===== src/rtl/aes_regs_pkg.sv =====
// Shared definitions for the AES Avalon-MM register file: word addresses,
// the handshake state encoding, the 128-bit block type and the byte-lane merge.
package aes_regs_pkg;

    localparam logic [3:0] ADDR_KEY0    = 4'd0;
    localparam logic [3:0] ADDR_KEY1    = 4'd1;
    localparam logic [3:0] ADDR_KEY2    = 4'd2;
    localparam logic [3:0] ADDR_KEY3    = 4'd3;
    localparam logic [3:0] ADDR_MSG0    = 4'd4;
    localparam logic [3:0] ADDR_MSG1    = 4'd5;
    localparam logic [3:0] ADDR_MSG2    = 4'd6;
    localparam logic [3:0] ADDR_MSG3    = 4'd7;
    localparam logic [3:0] ADDR_DEC0    = 4'd8;
    localparam logic [3:0] ADDR_DEC1    = 4'd9;
    localparam logic [3:0] ADDR_DEC2    = 4'd10;
    localparam logic [3:0] ADDR_DEC3    = 4'd11;
    localparam logic [3:0] ADDR_SCRATCH = 4'd12;
    localparam logic [3:0] ADDR_AUX     = 4'd13;
    localparam logic [3:0] ADDR_START   = 4'd14;
    localparam logic [3:0] ADDR_DONE    = 4'd15;

    typedef logic [127:0] aes_block_t;

    typedef enum logic [1:0] {
        IDLE = 2'd0,
        RUN  = 2'd1,
        DONE = 2'd2
    } aes_reg_state_t;

    // Merge new write data into an old word, one byte lane per enable bit.
    function automatic logic [31:0] apply_be(input logic [31:0] old_word,
                                             input logic [31:0] new_word,
                                             input logic [3:0]  be);
        logic [31:0] merged;
        merged = old_word;
        for (int b = 0; b < 4; b++) begin
            if (be[b]) merged[b*8 +: 8] = new_word[b*8 +: 8];
        end
        return merged;
    endfunction

endpackage


===== src/rtl/aes_avalon_regs_if.sv =====
// Avalon-MM slave bus bundle between the Nios II interconnect and the AES register file.
interface aes_avalon_regs_if;
    logic        avs_chipselect;
    logic        avs_read;
    logic        avs_write;
    logic [3:0]  avs_address;
    logic [3:0]  avs_byteenable;
    logic [31:0] avs_writedata;
    logic [31:0] avs_readdata;

    modport slave (
        input  avs_chipselect, avs_read, avs_write, avs_address,
               avs_byteenable, avs_writedata,
        output avs_readdata
    );

    modport master (
        output avs_chipselect, avs_read, avs_write, avs_address,
               avs_byteenable, avs_writedata,
        input  avs_readdata
    );
endinterface


===== src/rtl/aes_be_reg.sv =====
// 32-bit software register with per-byte write enables and async active-low reset.
module aes_be_reg
    import aes_regs_pkg::*;
(
    input  logic        clk,
    input  logic        rst_n,
    input  logic        we,
    input  logic [3:0]  be,
    input  logic [31:0] wdata,
    output logic [31:0] q
);

    logic [31:0] word_q;
    logic [31:0] word_d;

    // Next value: merge enabled byte lanes on a write, otherwise hold.
    always_comb begin
        word_d = word_q;
        if (we) word_d = apply_be(word_q, wdata, be);
    end

    // Word storage.
    always_ff @(posedge clk or negedge rst_n) begin
        if (!rst_n) word_q <= '0;
        else        word_q <= word_d;
    end

    assign q = word_q;

endmodule


===== src/rtl/aes_avalon_regs.sv =====
// Avalon-MM register file fronting the AES decryption core: key/message
// storage, start/done handshake, result capture and hex-display export.
// Build option: define AES_AVALON_CYCLE_CNT_EN to turn word 13 into a
// read-only count of cycles spent in RUN; otherwise word 13 is a scratch word.
module aes_avalon_regs
    import aes_regs_pkg::*;
(
    input  logic               clk,
    input  logic               reset_n,
    aes_avalon_regs_if.slave   avs,
    output aes_block_t         aes_key,
    output aes_block_t         aes_msg_enc,
    output logic               aes_start,
    input  logic               aes_done,
    input  aes_block_t         aes_msg_dec,
    output logic [31:0]        export_data
);

    logic           wr_en;
    logic           rd_en;
    logic           start_wr;
    logic           start_val;
    logic           capture;
    logic           done;
    logic [31:0]    kw [0:7];
    logic [31:0]    scratch_word;
    logic [31:0]    aux_word;

    aes_reg_state_t state_q, state_d;
    aes_block_t     dec_q, dec_d;
    logic           start_bit_q, start_bit_d;
    logic [31:0]    rdata_q, rdata_d;

    assign wr_en     = avs.avs_chipselect & avs.avs_write;
    assign rd_en     = avs.avs_chipselect & avs.avs_read;
    assign start_wr  = wr_en && (avs.avs_address == ADDR_START) && avs.avs_byteenable[0];
    assign start_val = avs.avs_writedata[0];

    // Key and encrypted-message words; frozen while the core is running.
    for (genvar i = 0; i < 8; i++) begin : g_kw
        aes_be_reg u_reg (
            .clk   (clk),
            .rst_n (reset_n),
            .we    (wr_en && (avs.avs_address == 4'(i)) && (state_q != RUN)),
            .be    (avs.avs_byteenable),
            .wdata (avs.avs_writedata),
            .q     (kw[i])
        );
    end

    aes_be_reg u_scratch (
        .clk   (clk),
        .rst_n (reset_n),
        .we    (wr_en && (avs.avs_address == ADDR_SCRATCH)),
        .be    (avs.avs_byteenable),
        .wdata (avs.avs_writedata),
        .q     (scratch_word)
    );

`ifdef AES_AVALON_CYCLE_CNT_EN
    logic [31:0] cyc_cnt_q, cyc_cnt_d;

    // RUN-cycle counter: restart on entry to RUN, count while in RUN, saturate.
    always_comb begin
        cyc_cnt_d = cyc_cnt_q;
        if ((state_q != RUN) && (state_d == RUN)) cyc_cnt_d = '0;
        else if ((state_q == RUN) && (cyc_cnt_q != 32'hFFFF_FFFF)) cyc_cnt_d = cyc_cnt_q + 32'd1;
    end

    // Counter storage.
    always_ff @(posedge clk or negedge reset_n) begin
        if (!reset_n) cyc_cnt_q <= '0;
        else          cyc_cnt_q <= cyc_cnt_d;
    end

    assign aux_word = cyc_cnt_q;
`else
    aes_be_reg u_aux (
        .clk   (clk),
        .rst_n (reset_n),
        .we    (wr_en && (avs.avs_address == ADDR_AUX)),
        .be    (avs.avs_byteenable),
        .wdata (avs.avs_writedata),
        .q     (aux_word)
    );
`endif

    // FSM state register.
    always_ff @(posedge clk or negedge reset_n) begin
        if (!reset_n) state_q <= IDLE;
        else          state_q <= state_d;
    end

    // FSM next state; an abort write takes priority over a same-cycle done.
    always_comb begin
        state_d = state_q;
        capture = 1'b0;
        case (state_q)
            IDLE: if (start_wr && start_val) state_d = RUN;
            RUN: begin
                if (start_wr && !start_val) begin
                    state_d = IDLE;
                end else if (aes_done) begin
                    state_d = DONE;
                    capture = 1'b1;
                end
            end
            DONE: if (start_wr) state_d = start_val ? RUN : IDLE;
            default: state_d = IDLE;
        endcase
    end

    // FSM outputs decoded from the state register, so reset drops aes_start at once.
    always_comb begin
        aes_start = (state_q == RUN);
        done      = (state_q == DONE);
    end

    // Stored START bit and decrypted-result capture.
    always_comb begin
        start_bit_d = start_bit_q;
        dec_d       = dec_q;
        if (start_wr) start_bit_d = start_val;
        if (capture)  dec_d       = aes_msg_dec;
    end

    // START bit and result storage.
    always_ff @(posedge clk or negedge reset_n) begin
        if (!reset_n) begin
            start_bit_q <= 1'b0;
            dec_q       <= '0;
        end else begin
            start_bit_q <= start_bit_d;
            dec_q       <= dec_d;
        end
    end

    // Read mux: load addressed word on a read strobe, otherwise hold.
    always_comb begin
        rdata_d = rdata_q;
        if (rd_en) begin
            case (avs.avs_address)
                ADDR_KEY0:    rdata_d = kw[0];
                ADDR_KEY1:    rdata_d = kw[1];
                ADDR_KEY2:    rdata_d = kw[2];
                ADDR_KEY3:    rdata_d = kw[3];
                ADDR_MSG0:    rdata_d = kw[4];
                ADDR_MSG1:    rdata_d = kw[5];
                ADDR_MSG2:    rdata_d = kw[6];
                ADDR_MSG3:    rdata_d = kw[7];
                ADDR_DEC0:    rdata_d = dec_q[127:96];
                ADDR_DEC1:    rdata_d = dec_q[95:64];
                ADDR_DEC2:    rdata_d = dec_q[63:32];
                ADDR_DEC3:    rdata_d = dec_q[31:0];
                ADDR_SCRATCH: rdata_d = scratch_word;
                ADDR_AUX:     rdata_d = aux_word;
                ADDR_START:   rdata_d = {31'b0, start_bit_q};
                ADDR_DONE:    rdata_d = {31'b0, done};
                default:      rdata_d = '0;
            endcase
        end
    end

    // Registered read data.
    always_ff @(posedge clk or negedge reset_n) begin
        if (!reset_n) rdata_q <= '0;
        else          rdata_q <= rdata_d;
    end

    assign avs.avs_readdata = rdata_q;
    assign aes_key          = {kw[0], kw[1], kw[2], kw[3]};
    assign aes_msg_enc      = {kw[4], kw[5], kw[6], kw[7]};
    assign export_data      = {kw[0][31:16], kw[3][15:0]};

endmodule


===== src/flat_wrapper.sv =====
// flat-port wrapper written by rule: the top's interface ports become plain ports
module aes_avalon_regs_flat import aes_regs_pkg::*;
  (clk, reset_n, aes_key, aes_msg_enc, aes_start, aes_done, aes_msg_dec, export_data, avs_avs_chipselect, avs_avs_read, avs_avs_write, avs_avs_address, avs_avs_byteenable, avs_avs_writedata, avs_avs_readdata);
  aes_avalon_regs_if avs_i ();
  input  logic clk;
  input  logic reset_n;
  output aes_block_t aes_key;
  output aes_block_t aes_msg_enc;
  output logic aes_start;
  input  logic aes_done;
  input  aes_block_t aes_msg_dec;
  output logic [31:0] export_data;
  input wire logic [$bits(avs_i.avs_chipselect)-1:0] avs_avs_chipselect;
  input wire logic [$bits(avs_i.avs_read)-1:0] avs_avs_read;
  input wire logic [$bits(avs_i.avs_write)-1:0] avs_avs_write;
  input wire logic [$bits(avs_i.avs_address)-1:0] avs_avs_address;
  input wire logic [$bits(avs_i.avs_byteenable)-1:0] avs_avs_byteenable;
  input wire logic [$bits(avs_i.avs_writedata)-1:0] avs_avs_writedata;
  output wire logic [$bits(avs_i.avs_readdata)-1:0] avs_avs_readdata;
  assign avs_i.avs_chipselect = avs_avs_chipselect;
  assign avs_i.avs_read = avs_avs_read;
  assign avs_i.avs_write = avs_avs_write;
  assign avs_i.avs_address = avs_avs_address;
  assign avs_i.avs_byteenable = avs_avs_byteenable;
  assign avs_i.avs_writedata = avs_avs_writedata;
  assign avs_avs_readdata = avs_i.avs_readdata;
  aes_avalon_regs u_core (.clk(clk), .reset_n(reset_n), .avs(avs_i), .aes_key(aes_key), .aes_msg_enc(aes_msg_enc), .aes_start(aes_start), .aes_done(aes_done), .aes_msg_dec(aes_msg_dec), .export_data(export_data));
endmodule

===== config.mk =====
export PLATFORM = sky130hd
export DESIGN_NAME = aes_avalon_regs_flat
export DESIGN_NICKNAME = d
export VERILOG_FILES = /design/src/rtl/aes_regs_pkg.sv /design/src/rtl/aes_avalon_regs_if.sv /design/src/rtl/aes_be_reg.sv /design/src/rtl/aes_avalon_regs.sv /design/src/flat_wrapper.sv
export SDC_FILE = /design/constraint.sdc
export NUM_CORES = 1
export LEC_CHECK = 0
export BUFFER_PORTS_ARGS = -buffer_cell sky130_fd_sc_hd__clkbuf_2
export CAP_MARGIN = 0
export CORE_UTILIZATION = 35
export DETAILED_ROUTE_END_ITERATION = 7
export GPL_ROUTABILITY_DRIVEN = 1
export GPL_TIMING_DRIVEN = 0
export PLACE_DENSITY = 0.64
export SYNTH_ARGS = -nofsm -noshare
export SYNTH_HDL_FRONTEND = slang
export SYNTH_SLANG_ARGS = --single-unit

===== constraint.sdc =====
create_clock -name clk -period 2.3 [get_ports clk]
set_input_delay 0.23 -clock clk [delete_from_list [all_inputs] [get_ports clk]]
set_output_delay 0.23 -clock clk [all_outputs]
set_load 0.01 [all_outputs]

==> results of run 1 <==
routing by layer:
layer  GRT usage  share of wire  up-vias
met5           0        0.00060        -
met4       0.121          0.043        8
met3      0.0715          0.075      191
met2       0.469           0.47      834
met1       0.360           0.41     9298
li1            -              -     7641
flip-flops by register name, indices dropped and copies added, names as in the netlist:
name                     count
u_core.state_q               2
u_core.start_bit_q           1
u_core.g_kw.u_reg.q        256
u_core.dec_q               128
u_core.avs.avs_readdata     32
u_core.u_scratch.q          32
u_core.u_aux.q              32
area by class of cell:
class,instances,area share
flip-flops and latches,483,0.419
multi-input cells,1063,0.315
repair buffers,601,0.131
clock buffers,78,0.0541
well taps,837,0.0363
plain buffers,162,0.0328
clock inverters,24,0.0109
diodes,7,0.000607
inverters,2,0.000260
worst min path at each step:
| stage | from | to | slack (ns) |
|---|---|---|---|
| CTS | avs_avs_byteenable[0] | u_core.state_q[1] | 0.001 |
| floorplan | reset_n | u_core.avs.avs_readdata[0] | -0.07 |
| finish | avs_avs_byteenable[0] | u_core.state_q[1] | 0.06 |
| detailed placement | reset_n | u_core.dec_q[119] | 0.26 |
| global route | avs_avs_byteenable[0] | u_core.state_q[1] | 0.06 |
| global placement | aes_msg_dec[25] | u_core.dec_q[25] | 0.47 |
through the flow:
stage                     power (mW)  worst slack, ns  hold slack [ns]  instances  utilization
final                           27.1            0.112           0.0644       3257        0.465
after global routing            28.2           0.0731           0.0639       3253        0.465
after CTS                       27.2          0.00694          0.00143       3250        0.465
after detailed placement        17.8           -0.501            0.256       3016        0.413
after global placement          17.6            -9.98            0.465       3010        0.411
after floorplan                 15.1            0.562          -0.0656       1710            -
logic make-up after synthesis:
group	count (synthesis)
buf+inv	164
flops	483
compound gates	361
simple gates	218
mux	484
power by group:
group | leakage (nW) | switching [mW] | internal [mW]
registers | 6.22 | 1.44 | 10.6
clock network | 0.921 | 3.73 | 5.42
logic | 6.76 | 2.91 | 3.03
total | 13.9 | 8.09 | 19.0
placed cells by master (no fill, tap or decap), drive strengths merged, types with 3 or more instances in the layout:
master       instances
nor4                 3
o21ai               40
a22o                25
a22oi              122
nor2                37
inv                  6
diode                7
nor3                 6
mux2i               35
dfrtp              483
and2                14
a2111oi             32
or3                 25
nor2b                7
dlygate4sd3        132
a21o                25
a21oi               70
mux2               449
clkinv              12
clkbuf             581
o22ai               38
nand2b               6
buf                128
nor3b                3
bufinv               6
a211oi               3
nand3               26
nand2               81
worst max-delay path: cells and delay by family:
kind                   cells  cell delay [ns]
and+or+nand+nor            1             0.34
buffers and inverters      3             1.72
AOI/OAI and AO/OA          2             0.41
timing repair:
action                     in CTS  in global routing
hold endpoints to repair      195                  0
gates resized for setup         0                  2
buffers inserted                0                  0
setup endpoints to repair       0                 35
hold buffers                  132                  0
==> metrics.txt, run 1 <==
status completed; Slew HR 0.225; number of global-route vias before repair 18300; fin nets 2541; clock buffer depth 3; CP arrival 2.72 ns; Synth Area in Adders 0; mapped cell area 22100 um2; DP HPWL 67.4 mm; Synth top area share 0.546; FP Rows 91; multiplexer share of the synthesized area 0.244; most numerous cell in the Yosys netlist dfrtp_1; kind of critical path input pin to flop; FMAX 457 MHz; EDFF count, synth 0; initial DRC count 1464; largest net degree at the start of global routing 106; FFs w/ async S/R, synth 1.00; HP Class input pin to flop; Final Max Tran Viols 0; initial antenna violation count 8; Post-Place Cell Area 25700 um2; Hold Crit Depth 4; Sum Neg Setup Slack 0 ns; Setup Viol. Count Final 0; share of layout cells above drive strength 1 0.472; origin of the critical flop-to-flop path u_core.state_q[0]; Top-Level Pins 495; # clock sinks 483; Pwr Density 938 nW/um2; cells after synthesis 1710; Final Skew 0.0205 ns; Post-DRT Antenna Nets 0; worst setup path start avs_avs_chipselect; die width 253 um; fill count 5629; root buffer cell clkbuf_16; Fin. Hold Viols 0; total congestion overflow 0; register area share after synthesis 0.546; footprint of the multi-input gates 9100 um2; drt pass-1 iters 5; clk_lat worst skew 0.62 ns; slew at the pin with the worst max-slew slack 1.16 ns; Setup crit end u_core.avs.avs_readdata[3]; Reg2Reg Depth 6; routed vias 18000; Final Wtd Congestion 0.863; Synth Area in Simple Gates 0.0538; area leader, netlist dfrtp_1; number of H-tree levels 2; Syn Nets 1884; post-layout instance area 28900 um2; Max-Cap Viols 0; initial core utilization 0.357; Final Critical Period 2.19 ns; DIE AREA 64200 um2; reg2reg setup slack 0.12 ns; max incr delay on CP 0.83 ns; wire length per cell 28.7 um; crit-path cells clkbuf_2 > and2_1 > clkbuf_1 > clkbuf_1 > o21ai_0 > a21oi_1; drt via density 5.52; Critical Path Fanout Max 10; synth cell count leaders dfrtp_1 (483), mux2_2 (441), a22oi_1 (122); CTS tree done; flops & latches, synth 483; Die Ht 253 um; dominant cells by area after synthesis dfrtp_1 (55%), mux2_2 (22%), a22oi_1 (4.1%), a21oi_1 (1.6%), mux2i_1 (1.6%); Pleak 13.9 nW; Post-Synth XOR/XNOR Area 0; Final period util 0.951; RSZ-0062 raised after global routing false; Synth cell types 47; synth warn 0; TritonCTS Buffers 54; critical path's most frequent cell clkbuf_1; largest family of logic cells by synthesized area multiplexers; DRC viols 0; Max stage delay cell, worst path clkbuf_1; Crit. End Element flop; Req. time, crit path 2.83 ns; area delta synth->final 30.5%; Detailed Route WL 93.5 mm; clk slew on worst S/H paths 0.06 ns; core area 62100 um2; first-pass GRT wire length 130 mm; syn_area_per_cell 12.9 um2; GRT Total Usage 0.287; predominant post-synthesis flop cell dfrtp_1; Port Buffer Count 463; crit start category input pin; post-synthesis compound-gate area fraction 0.112; VDD IR-drop max 568 uV; Sequential cell area 12100 um2; worst r2r dst u_core.g_kw[0].u_reg.q[31]
Note: power is estimated with default switching activity, not from simulation.
==> run 2, diff against run 1 <==
--- a/config.mk
+++ b/config.mk
@@ -7,6 +7,7 @@
 export LEC_CHECK = 0
 export BUFFER_PORTS_ARGS = -buffer_cell sky130_fd_sc_hd__clkbuf_2
 export CAP_MARGIN = 0
+export CORE_MARGIN = 2
 export CORE_UTILIZATION = 35
 export DETAILED_ROUTE_END_ITERATION = 7
 export GPL_ROUTABILITY_DRIVEN = 1
==> constraint.sdc (replaced) <==
create_clock -name clk -period 2.3 [get_ports clk]
set_input_delay 0.23 -clock clk [delete_from_list [all_inputs] [get_ports clk]]
set_output_delay 0.23 -clock clk [all_outputs]
set_load 0.05 [all_outputs]
==> run 2 against run 1 <==
First-iteration DRC count shrank 2.4%. Setup slack worse by 0.025 ns. Fmax fell by 1.1%. Sequential power barely moved. Non-clock buffer count down 4. Largest cell class unchanged. Largest power group unchanged.
==> metrics.txt, run 2 (same netlist as run 1, synthesis figures left out) <==
reg2reg setup slack 0.09 ns (was 0.12 ns); fin nets 2537 (was 2541); Final period util 0.962 (was 0.951); TritonCTS Buffers 54 (unchanged); uppermost routed layer met5 (unchanged); placed cells 3023 (was 3016); root buffer cell clkbuf_16 (unchanged); Req. time, crit path 2.77 ns (was 2.83 ns); share of layout cells above drive strength 1 0.471 (was 0.472); fin cells 3256 (was 3257); Slew HR 0.180 (was 0.225); FP Rows 92 (was 91); drt via density 5.54 (was 5.52); Final Skew 0.0205 ns (about the same); Detailed Route WL 94.5 mm (was 93.5 mm); largest net degree at the start of global routing 107 (was 106); FMAX 452 MHz (was 457 MHz); wire length per cell 29.0 um (was 28.7 um); clk slew on worst S/H paths 0.06 ns (about the same); Die Ht 255 um (was 253 um); Max-Cap Viols 0 (unchanged); clock buffer depth 3 (unchanged); Met2 Wirelength 45.6 mm (was 44.4 mm); Setup WS pre-CTS -0.609 ns (was -0.501 ns); Top-Level Pins 495 (unchanged); VDD IR-drop max 680 uV (was 568 uV); Max stage delay cell, worst path mux2_2 (was clkbuf_1); DRC viols 0 (unchanged); clk_lat worst skew 0.61 ns (was 0.62 ns); status completed (unchanged); Critical Path Fanout Max 8 (was 10); core area 62700 um2 (was 62100 um2); area delta synth->final 30.3% (was 30.5%); commonest cells after routing, fill and taps aside dfrtp_1 (483), clkbuf_2 (462), mux2_2 (441) (unchanged); DIE AREA 65200 um2 (was 64200 um2); HP Class input pin to flop (unchanged); post-layout instance area 28800 um2 (was 28900 um2); Final Critical Period 2.21 ns (was 2.19 ns); # clock sinks 483 (unchanged); Reg2Reg Depth 6 (unchanged); Pleak 13.9 nW (about the same); DP HPWL 67.9 mm (was 67.4 mm); Crit. End Element flop (unchanged); max incr delay on CP 0.40 ns (was 0.83 ns); initial core utilization 0.353 (was 0.357); Post-CTS Setup Bufs 0 (unchanged); total power 29.9 mW (was 27.1 mW); Setup WS post-layout 0.0873 ns (was 0.112 ns); Final Core Density 0.460 (was 0.465); die width 255 um (was 253 um); routed vias 18000 (about the same); worst r2r dst u_core.g_kw[2].u_reg.q[24] (was u_core.g_kw[0].u_reg.q[31]); Port Buffer Count 463 (unchanged); fill count 5770 (was 5629); worst setup path start u_core.state_q[1] (was avs_avs_chipselect); number of H-tree levels 2 (unchanged); first-pass GRT wire length 134 mm (was 130 mm); Final Wtd Congestion 0.872 (was 0.863); drt pass-1 iters 8 (was 5); CTS tree done (unchanged); origin of the critical flop-to-flop path u_core.state_q[1] (was u_core.state_q[0]); Setup crit end u_core.g_kw[2].u_reg.q[24] (was u_core.avs.avs_readdata[3]); RSZ-0062 raised after global routing false (unchanged); GRT Total Usage 0.283 (was 0.287); DR WL met3 7.14 mm (was 7.03 mm); CP arrival 2.68 ns (was 2.72 ns); Setup Viol. Count Final 0 (unchanged); Largest register FFs 256 (unchanged); kind of critical path flop to flop (was input pin to flop); Fin. Hold Viols 0 (unchanged); final hold slack 0.0458 ns (was 0.0644 ns); initial antenna violation count 6 (was 8); crit start category flop (was input pin); crit-path cells and2b_1 > nor2_2 > and2_1 > buf_2 > nand2_2 > mux2_2 (was clkbuf_2 > and2_1 > clkbuf_1 > clkbuf_1 > o21ai_0 > a21oi_1); Met1 Wirelength 38.6 mm (was 38.1 mm); Post-Place Cell Area 25600 um2 (was 25700 um2); most common cell after layout, fill and taps aside dfrtp_1 (unchanged); initial DRC count 1429 (was 1464); Post-DRT Antenna Nets 0 (unchanged); Sum Neg Setup Slack 0 ns (unchanged); number of global-route vias before repair 18600 (was 18300); Pwr Density 1040 nW/um2 (was 938 nW/um2); slew at the pin with the worst max-slew slack 1.23 ns (was 1.16 ns); Final Max Tran Viols 0 (unchanged); total congestion overflow 0 (unchanged)
run 2: cell count changes in the layout (fill, tap and decap cells not counted):
cell           previous run  this run
diode_2                   7         2
clkbuf_1                 52        55
clkbuf_16                54        57
clkinv_4                  3         0
dlygate4sd3_1           132       130
inv_6                     3         1
buf_16                    5         4
buf_6                    21        20
clkinv_8                  1         0
inv_8                     1         0
run 2: what timing repair did:
item                                    4_1_cts  5_1_grt
hold buffers                                130        0
hold endpoints to repair                    233        0
gates resized for setup                       0        2
endpoints found under the setup margin        0       97
run 2: worst min path at each step:
stage	cells past startpoint	slack, ns	endpoint	start
final	3	0.05	u_core.state_q[0]	avs_avs_byteenable[0]
after global routing	3	0.03	u_core.state_q[0]	avs_avs_byteenable[0]
after CTS	4	0.005	u_core.state_q[1]	avs_avs_byteenable[0]
after detailed placement	1	0.43	u_core.g_kw[2].u_reg.q[27]	reset_n
after global placement	2	0.46	u_core.dec_q[9]	aes_msg_dec[9]
after floorplan	0	-0.07	u_core.avs.avs_readdata[0]	reset_n
run 2: final cells by class:
type,instances,area (um2),share of cell area
timing repair buffer,597,3740,0.130
buffer,162,948,0.0329
sequential,483,12100,0.419
antenna,2,5.00,0.000174
inverter,2,7.51,0.000260
clock inverter,17,244,0.00846
multi-input combinational,1063,9100,0.316
tap,846,1060,0.0367
clock buffer,84,1650,0.0572
run 2: where the power goes:
| group | leakage (nW) | internal (mW) | switching (mW) |
|---|---|---|---|
| combinational | 6.73 | 3.01 | 5.63 |
| clock | 0.927 | 5.58 | 3.66 |
| sequential | 6.22 | 10.6 | 1.44 |
| total | 13.9 | 19.1 | 10.7 |
run 2: worst max-delay path, delay by kind of cell (launching register included):
kind / cells / cell delay (ns)
flip-flops: 1 / 0.38
AND/OR/NAND/NOR: 4 / 1.07
multiplexers: 1 / 0.40
buffers and inverters: 1 / 0.21
run 2: per-layer routing:
| metal | track usage | up-vias |
|---|---|---|
| met5 | 0 | - |
| met4 | 0.0926 | 4 |
| met3 | 0.0615 | 177 |
| met2 | 0.473 | 891 |
| met1 | 0.365 | 9354 |
| li1 | - | 7617 |
==> run 3, diff against run 2 <==
--- a/config.mk
+++ b/config.mk
@@ -9,6 +9,7 @@
 export CAP_MARGIN = 0
 export CORE_MARGIN = 2
 export CORE_UTILIZATION = 35
+export CTS_BUF_LIST = sky130_fd_sc_hd__clkbuf_16
 export DETAILED_ROUTE_END_ITERATION = 7
 export GPL_ROUTABILITY_DRIVEN = 1
 export GPL_TIMING_DRIVEN = 0
==> run 3 against run 2 <==
Sequential power is essentially flat. Die area is the same. Utilization shrank 0.19 points. Count of clock-buffer cells in the layout shrank 27. First-iteration DRC count grew 5.7%. Sequential cell count is the same. Critical path type is now input pin to flop. Largest power group unchanged.
==> metrics.txt, run 3 (same netlist as run 1, synthesis figures left out) <==
commonest cells after routing, fill and taps aside dfrtp_1 (483), clkbuf_2 (462), mux2_2 (441) (unchanged); wire length per cell 28.9 um (was 29.0 um); Post-DRT Antenna Nets 0 (unchanged); GRT Total Usage 0.283 (about the same); root buffer cell clkbuf_16 (unchanged); Final Wtd Congestion 0.872 (unchanged); die width 255 um (unchanged); area delta synth->final 29.8% (was 30.3%); drt pass-1 iters 5 (was 8); HP Class input pin to flop (unchanged); fin cells 3257 (was 3256); fill count 5791 (was 5770); number of global-route vias before repair 18500 (was 18600); Sequential cell area 12100 um2 (unchanged); # clock sinks 483 (unchanged); RSZ-0062 raised after global routing false (unchanged); Post-Place Cell Area 25600 um2 (unchanged); Port Buffer Count 463 (unchanged); placed cells 3023 (unchanged); Req. time, crit path 2.75 ns (was 2.77 ns); Pleak 13.9 nW (about the same); Slew HR 0.211 (was 0.180); DRC viols 0 (unchanged); post-layout instance area 28700 um2 (was 28800 um2); FP Rows 92 (unchanged); DP HPWL 67.9 mm (unchanged); Final period util 0.974 (was 0.962); crit start category input pin (was flop); total congestion overflow 0 (unchanged); clock buffer depth 3 (unchanged); footprint of the multi-input gates 9100 um2 (unchanged); CTS tree done (unchanged); Max-Cap Viols 0 (unchanged); DIE AREA 65200 um2 (unchanged); Detailed Route WL 94.2 mm (was 94.5 mm); Final Skew 0.0212 ns (was 0.0205 ns); status completed (unchanged); initial core utilization 0.353 (unchanged); Sum Neg Setup Slack 0 ns (unchanged); CP arrival 2.69 ns (was 2.68 ns); Final Max Tran Viols 0 (unchanged); fin nets 2537 (unchanged); Hold Crit Depth 4 (was 3); most common cell after layout, fill and taps aside dfrtp_1 (unchanged); Post-CTS Setup Bufs 0 (unchanged); Setup WS pre-CTS -0.609 ns (unchanged); Setup Viol. Count Final 0 (unchanged); total power 29.4 mW (was 29.9 mW); Crit. End Element flop (unchanged); largest net degree at the start of global routing 107 (unchanged); initial antenna violation count 6 (unchanged); Fin. Hold Viols 0 (unchanged); Largest register FFs 256 (unchanged); Die Ht 255 um (unchanged); Critical Path Fanout Max 10 (was 8); VDD IR-drop max 682 uV (was 680 uV); Reg2Reg Depth 6 (unchanged); drt via density 5.49 (was 5.54); share of layout cells above drive strength 1 0.466 (was 0.471); core area 62700 um2 (unchanged); number of H-tree levels 2 (unchanged); Pwr Density 1020 nW/um2 (was 1040 nW/um2); clk_lat worst skew 0.61 ns (about the same); clk slew on worst S/H paths 0.06 ns (about the same); TritonCTS Buffers 54 (unchanged); kind of critical path input pin to flop (was flop to flop); initial DRC count 1511 (was 1429); Final Critical Period 2.24 ns (was 2.21 ns); Top-Level Pins 495 (unchanged); Setup WS post-layout 0.0592 ns (was 0.0873 ns); slew at the pin with the worst max-slew slack 1.18 ns (was 1.23 ns); routed vias 17900 (was 18000); first-pass GRT wire length 134 mm (about the same); final hold slack 0.0445 ns (was 0.0458 ns); Final Core Density 0.458 (was 0.460); FMAX 446 MHz (was 452 MHz)
==> run 3: worst paths after layout <==
check	from	end	slack (ns)
max reg2reg	u_core.state_q[1]	u_core.g_kw[2].u_reg.q[24]	0.09
min	avs_avs_byteenable[0]	u_core.state_q[1]	0.04
max	avs_avs_address[0]	u_core.avs.avs_readdata[27]	0.06
max in group asynchronous	reset_n	u_core.g_kw[2].u_reg.q[9]	0.54
min in group asynchronous	reset_n	u_core.dec_q[26]	0.31
min reg2reg	u_core.u_aux.q[4]	u_core.u_aux.q[4]	0.50
==> run 3: per-layer routing <==
metal / global-route usage / vias up / share of wire / wire [um]
met5: 0 / - / 0.00022 / 21
met2: 0.472 / 815 / 0.48 / 45300
met3: 0.0608 / 170 / 0.073 / 6900
li1: - / 7618 / - / -
met4: 0.0922 / 4 / 0.034 / 3180
met1: 0.366 / 9272 / 0.41 / 38800
==> run 3: where the power goes <==
group / switching (mW) / internal (mW)
logic: 5.62 / 3.01
registers: 1.44 / 10.6
clock network: 3.67 / 5.11
==> run 3: repair_timing <==
item | in CTS | in global routing
gates resized for setup | 0 | 2
hold endpoints to repair | 233 | 0
hold buffers | 130 | 0
setup endpoints to repair | 0 | 97
==> run 3: final cells by class <==
type,count,area share
buffer,162,0.0330
timing repair buffer,597,0.130
tap,846,0.0369
multi-input combinational,1063,0.317
inverter,2,0.000261
clock buffer,57,0.0497
sequential,483,0.421
antenna,3,0.000261
clock inverter,44,0.0120
==> run 3: worst max-delay path, stage by stage <==
cell and delay [ns]:
clkbuf_2 0.14, buf_4 0.19, nand2b_1 0.07, buf_2 0.27, buf_1 0.79, o22ai_1 0.12, a2111oi_0 0.73, a21oi_1 0.14
